## config.mk

```make
export PLATFORM = sky130hd
export DESIGN_NAME = alarma_secuenciador
export DESIGN_NICKNAME = d
export VERILOG_FILES = /design/src/rtl/alarma_secuenciador.sv
export SDC_FILE = /design/constraint.sdc
export NUM_CORES = 1
export LEC_CHECK = 0
export CAP_MARGIN = 20
export CORE_AREA = 2 2 78 61
export DETAILED_ROUTE_END_ITERATION = 16
export DIE_AREA = 0 0 80 63
export GPL_TIMING_DRIVEN = 0
export PLACE_DENSITY = 0.66
export RECOVER_POWER = 50
export SETUP_SLACK_MARGIN = 0.05
export SLEW_MARGIN = 20
export SYNTH_ARGS = -nofsm -noshare
export SYNTH_HDL_FRONTEND = slang
export SYNTH_SLANG_ARGS = --single-unit
```

## constraint.sdc

```tcl
create_clock -name clk -period 3.25 [get_ports clk]
set_clock_uncertainty 0.05 [all_clocks]
set_input_delay 0.4875 -clock clk [delete_from_list [all_inputs] [get_ports clk]]
set_output_delay 0.4875 -clock clk [all_outputs]
set_load 0.05 [all_outputs]
```

## src/rtl/alarma_secuenciador.sv

```systemverilog
// Fire-alarm level sequencer: synchronises the sensor inputs, turns them into
// a requested alarm level, and walks the system state APAGADO/NORMAL/
// PREVENCION/ALERTA with persistence before escalating and hold before
// de-escalating. Drives LEDs, buzzers, the display state code and a change pulse.
module alarma_secuenciador #(
    parameter int          PRESC_W    = 17,
    parameter int          PERSIST    = 2,
    parameter int          HOLD       = 4,
    parameter logic [3:0]  COR_PREV   = 4'd8,
    parameter logic [3:0]  COR_ALERTA = 4'd14
) (
    input  logic       clk,
    input  logic       rst,
    input  logic       interruptor,
    input  logic       temp,
    input  logic       humo,
    input  logic [3:0] cor,
    output logic       LEDnormal,
    output logic       LEDprevencion,
    output logic       LEDalerta,
    output logic       alarma_prevencion,
    output logic       alarma_alerta,
    output logic [1:0] estado,
    output logic       cambio
);

    typedef enum logic [1:0] {
        APAGADO    = 2'b00,
        NORMAL     = 2'b01,
        PREVENCION = 2'b10,
        ALERTA     = 2'b11
    } estado_t;

    localparam int ESC_W  = $clog2(PERSIST + 1);
    localparam int HOLD_W = $clog2(HOLD + 1);

    // Two-flop synchroniser chain for all asynchronous inputs, packed as
    // {interruptor, temp, humo, cor}.
    logic [6:0] sync1_q, sync2_q;

    logic       interruptor_s, temp_s, humo_s;
    logic [3:0] cor_s;

    logic [PRESC_W-1:0] presc_q, presc_d;
    logic               tick;

    estado_t            estado_q, estado_d, req;
    logic [ESC_W-1:0]   esc_cnt_q, esc_cnt_d;
    logic [HOLD_W-1:0]  hold_cnt_q, hold_cnt_d;

    logic [2:0] led_q, led_d;          // {alerta, prevencion, normal}
    logic       ap_q, ap_d;
    logic       aa_q, aa_d;
    logic       cambio_q, cambio_d;

    // Synchronise the raw inputs into the clock domain.
    // NOTE: sequential state uses non-blocking assignments so every flop samples
    // pre-edge values; blocking here would collapse the two stages into one.
    always_ff @(posedge clk or posedge rst) begin
        if (rst) begin
            sync1_q <= '0;
            sync2_q <= '0;
        end else begin
            sync1_q <= {interruptor, temp, humo, cor};
            sync2_q <= sync1_q;
        end
    end

    assign interruptor_s = sync2_q[6];
    assign temp_s        = sync2_q[5];
    assign humo_s        = sync2_q[4];
    assign cor_s         = sync2_q[3:0];

    // Prescaler: free-runs only while the system is enabled, ticks on all-ones.
    always_comb begin
        presc_d = interruptor_s ? presc_q + 1'b1 : '0;
        tick    = interruptor_s && (&presc_q);
    end

    // Requested alarm level from the synchronised sensors.
    always_comb begin
        req = NORMAL;
        if ((temp_s && humo_s) || (cor_s >= COR_ALERTA)) begin
            req = ALERTA;
        end else if (temp_s || humo_s || (cor_s >= COR_PREV)) begin
            req = PREVENCION;
        end
    end

    // Next-state logic: enable/disable, then persistence/hold filtering on ticks.
    // NOTE: every variable gets a default first so no path leaves it unassigned,
    // which would otherwise infer a latch.
    always_comb begin
        estado_d   = estado_q;
        esc_cnt_d  = esc_cnt_q;
        hold_cnt_d = hold_cnt_q;
        if (!interruptor_s) begin
            estado_d   = APAGADO;
            esc_cnt_d  = '0;
            hold_cnt_d = '0;
        end else if (estado_q == APAGADO) begin
            estado_d   = NORMAL;
            esc_cnt_d  = '0;
            hold_cnt_d = '0;
        end else if (tick) begin
            if (req > estado_q) begin
                hold_cnt_d = '0;
                if (esc_cnt_q == ESC_W'(PERSIST - 1)) begin
                    estado_d  = req;
                    esc_cnt_d = '0;
                end else begin
                    esc_cnt_d = esc_cnt_q + 1'b1;
                end
            end else if (req < estado_q) begin
                esc_cnt_d = '0;
                if (hold_cnt_q == HOLD_W'(HOLD - 1)) begin
                    estado_d   = req;
                    hold_cnt_d = '0;
                end else begin
                    hold_cnt_d = hold_cnt_q + 1'b1;
                end
            end else begin
                esc_cnt_d  = '0;
                hold_cnt_d = '0;
            end
        end
    end

    // Output decode from the next state so outputs register alongside estado.
    always_comb begin
        led_d    = 3'b000;
        aa_d     = 1'b0;
        ap_d     = 1'b0;
        cambio_d = (estado_d != estado_q);
        case (estado_d)
            NORMAL:     led_d = 3'b001;
            PREVENCION: led_d = 3'b010;
            ALERTA: begin
                led_d = 3'b100;
                aa_d  = 1'b1;
            end
            default:    led_d = 3'b000;
        endcase
        if (estado_d == PREVENCION) begin
            if (estado_q != PREVENCION) begin
                ap_d = 1'b1;
            end else if (tick) begin
                ap_d = ~ap_q;
            end else begin
                ap_d = ap_q;
            end
        end
    end

    // State, counters and registered outputs.
    always_ff @(posedge clk or posedge rst) begin
        if (rst) begin
            presc_q    <= '0;
            estado_q   <= APAGADO;
            esc_cnt_q  <= '0;
            hold_cnt_q <= '0;
            led_q      <= '0;
            ap_q       <= 1'b0;
            aa_q       <= 1'b0;
            cambio_q   <= 1'b0;
        end else begin
            presc_q    <= presc_d;
            estado_q   <= estado_d;
            esc_cnt_q  <= esc_cnt_d;
            hold_cnt_q <= hold_cnt_d;
            led_q      <= led_d;
            ap_q       <= ap_d;
            aa_q       <= aa_d;
            cambio_q   <= cambio_d;
        end
    end

    assign LEDnormal         = led_q[0];
    assign LEDprevencion     = led_q[1];
    assign LEDalerta         = led_q[2];
    assign alarma_prevencion = ap_q;
    assign alarma_alerta     = aa_q;
    assign estado            = estado_q;
    assign cambio            = cambio_q;

endmodule

```

==> flow_metrics.py <==
metrics = {
    "detailed_routing": {
        "drt_iter0_drc": 72,
        "via_per_inst": 5.12,
        "drt-total-wl_mm": 3.18,
        "drtAntennaViolNets": 0,
        "vias": 1254,
        "wl_per_cell_um": 13.0,
        "drc": 0,
        "drt_pass1_iterations": 5,
    },
    "run_status": {
        "status": "complete, no violations",
    },
    "sta": {
        "tns_ns": 0,
        "fmax_mhz": 359,
        "hold_viol_final": 0,
        "slew_headroom": 0.0879,
        "period_minus_slack_ns": 2.79,
        "period_share": 0.858,
        "tightest_slew_ns": 1.37,
        "finalSetupViolations": 0,
        "drv_slew": 0,
        "setup_ws_ns": 0.461,
        "holdWs_ns": 0.299,
        "rsz0062_at_grt": "no",
    },
    "placement": {
        "hpwl_mm": 2.32,
        "gp_congestion": 0.787,
        "dp_slack_ns": 0.513,
        "io_buffer_count": 15,
    },
    "clock_tree": {
        "root_buffer": "clkbuf_8",
        "h-tree-depth": 2,
        "clk_pin_slew_worst_paths_ns": 0.07,
        "cts_setup_buffers": 0,
        "holdBufCountCts": 0,
        "cts_tree": "yes",
        "post_cts_resized": 0,
        "cts.sinks": 41,
        "clk_path_buf_depth": 2,
        "insertion_delay_ns": 0.28,
        "cts_inserted_buffers": 5,
    },
    "critical_path": {
        "end_kind": "flip-flop",
        "r2r_cells": 8,
        "cp_slowest_stage_delay_ns": 0.63,
        "cp.arrival_ns": 2.90,
        "crit_type": "reg -> reg",
        "crit_path_start_kind": "flip-flop",
        "critPathSlowestCell": "nor3_1",
        "crit_required_ns": 3.36,
        "path_cells": "nor3_1 > inv_1 > ha_1 > nor2b_4 > or3_4 > a21boi_1 > nand2_1 > a32o_1",
        "cp_max_fo": 6,
    },
    "synth": {
        "synth_compound_area_frac": 0.0949,
        "synth.avg_cell_area_um2": 11.3,
        "synth_area_leaders": "dfrtp_1 (55%), and2_1 (5.4%), xnor2_1 (4.7%)",
        "synthesis.nets": 179,
        "synth_area_mm2": 0.00186,
        "synth_top_flop_cell": "dfrtp_1",
        "synth_fa_ha_area_frac": 0.0337,
        "synthSimpleGateAreaFrac": 0.205,
        "synth_xor_area_frac": 0.0707,
        "synthDistinctLibCells": 40,
        "synth_top_area_share": 0.552,
        "synthMuxAreaShare": 0.0114,
        "ys_ff_latch": 41,
        "ys_seq_area_frac": 0.552,
        "synth_enable_flop_cells": 0,
        "synth_top_family_by_area": "simple AND/OR/NAND/NOR gates",
        "yosys.area.top_type": "dfrtp_1",
        "async_flop_share": 1.00,
        "ys_warn_count": 0,
        "syn_inst": 165,
    },
    "die": {
        "chipWidth_um": 80,
        "core.rowCount": 21,
        "top_level_ports": 17,
        "start_util": 0.431,
        "dieArea_mm2": 0.00504,
        "die_h_um": 63,
        "core_mm2": 0.00431,
    },
    "pwr": {
        "seqPwrFrac": 0.575,
        "intPower_w": 0.000718,
        "p_sw_w": 0.000207,
        "netSwitchingFraction": 0.224,
        "pwr-share-clk": 0.347,
        "combinationalPowerShare": 0.079,
        "ir_drop_mv": 0.293,
        "leakagePower_nw": 0.926,
        "power_density_mw_per_mm2": 427,
    },
    "global_route": {
        "grt_util_all_layers": 0.145,
        "grt_pass1_vias": 1265,
        "grt_max_degree": 28,
        "grt-ovfl-total": 0,
        "antenna_found_initial": 0,
        "grt_pass1_wl_mm": 5.69,
    },
    "finish": {
        "nets": 202,
        "synthToLayoutAreaGrowth_pct": 16.8,
        "layout-drive-gt1-share": 0.0851,
        "antennaDiodeCount": 0,
        "final_util": 0.503,
        "layout_common_cells": "dfrtp_1 (41), and2_1 (16), nand3_1 (10), xnor2_1 (10), nor2_1 (9)",
        "final_common_cell": "dfrtp_1",
        "nFillCells": 391,
    },
    "worst_hold_path": {
        "hp-class": "reg -> reg",
        "min_path_cells": 0,
    },
    "job": {
        "maxCapViolations": 0,
    },
}
[flip-flops by register name (all words and copies together), names as in the netlist]
name / cells
alarma_alerta: 1
estado: 2
led_q: 2
alarma_prevencion: 1
hold_cnt_q: 3
esc_cnt_q: 2
sync1_q: 6
cambio: 1
presc_q: 17
sync2_q: 6
[stage by stage]
step	instances	power, W	instance area [µm²]
6_report	245	0.000926	2170
5_1_grt	245	0.000972	2170
4_1_cts	245	0.000945	2190
3_5_place_dp	238	0.000620	2100
3_3_place_gp	237	0.000614	2080
2_1_floorplan	165	0.000589	1860
[worst paths after layout]
check                                startpoint              endpoint  slack [ns]
min                        sync1_q[6]$_DFF_PP0_  sync2_q[6]$_DFF_PP0_        0.30
min reg2reg                sync1_q[6]$_DFF_PP0_  sync2_q[6]$_DFF_PP0_        0.30
min in group asynchronous                   rst  sync1_q[1]$_DFF_PP0_        0.63
max                        sync2_q[4]$_DFF_PP0_    led_q[0]$_DFF_PP0_        0.46
max reg2reg                sync2_q[4]$_DFF_PP0_    led_q[0]$_DFF_PP0_        0.46
max in group asynchronous                   rst  presc_q[2]$_DFF_PP0_        0.88
[Yosys cell counts (2+ instances only)]
| cell | instances |
|---|---|
| dfrtp_1 | 41 |
| and2_1 | 16 |
| nand3_1 | 10 |
| xnor2_1 | 10 |
| nor2_1 | 9 |
| nand2_1 | 8 |
| inv_1 | 7 |
| ha_1 | 5 |
| nand4_1 | 5 |
| xor2_1 | 5 |
| and3_1 | 4 |
| nand2b_1 | 4 |
| a21oi_1 | 3 |
| buf_2 | 3 |
| clkbuf_1 | 3 |
| o211ai_1 | 3 |
| a211oi_1 | 2 |
| a32o_1 | 2 |
| nor3_1 | 2 |
| o21a_1 | 2 |
| o31a_1 | 2 |
[critical path: cells and delay by family, from the launching register on]
kind	cells	cell delay, ns
AND/OR/NAND/NOR	4	1.27
AO/OA/AOI/OAI	2	0.57
flip-flops	1	0.37
adder cells (fa/ha/maj)	1	0.31
buffers and inverters	1	0.10
[power by group through the flow]
stage,logic (W),registers [W],clock network (W)
global placement,0.0000728,0.000541,0
detailed placement,0.0000776,0.000542,0
finish,0.0000727,0.000532,0.000321
CTS,0.0000785,0.000532,0.000334
global route,0.0000813,0.000534,0.000356
floorplan,0.0000366,0.000552,0
[per-layer routing]
metal  part of all wire  global-route usage  up-vias
li1                   -                   -      611
met1               0.48               0.188      615
met2               0.48               0.238       24
met3              0.032              0.0361        4
met4             0.0069              0.0445        0
met5                  0                   0        -
[cell families after synthesis]
group / Yosys count
xor gates and xnor gates: 15
AOI/OAI and AO/OA: 22
buffers and inverters: 14
adders and majority gates: 5
and+or+nand+nor: 66
muxes: 2
DFF: 41
[cell type report]
class / instances / area (µm²) / area share
Inverter: 7 / 26.3 / 0.0121
Clock buffer: 7 / 86.3 / 0.0398
Multi-Input combinational cell: 110 / 772 / 0.356
Timing Repair Buffer: 16 / 154 / 0.0709
Sequential cell: 41 / 1030 / 0.473
Buffer: 7 / 33.8 / 0.0156
Tap cell: 57 / 71.3 / 0.0329
Power figures use the tool's default switching activity.
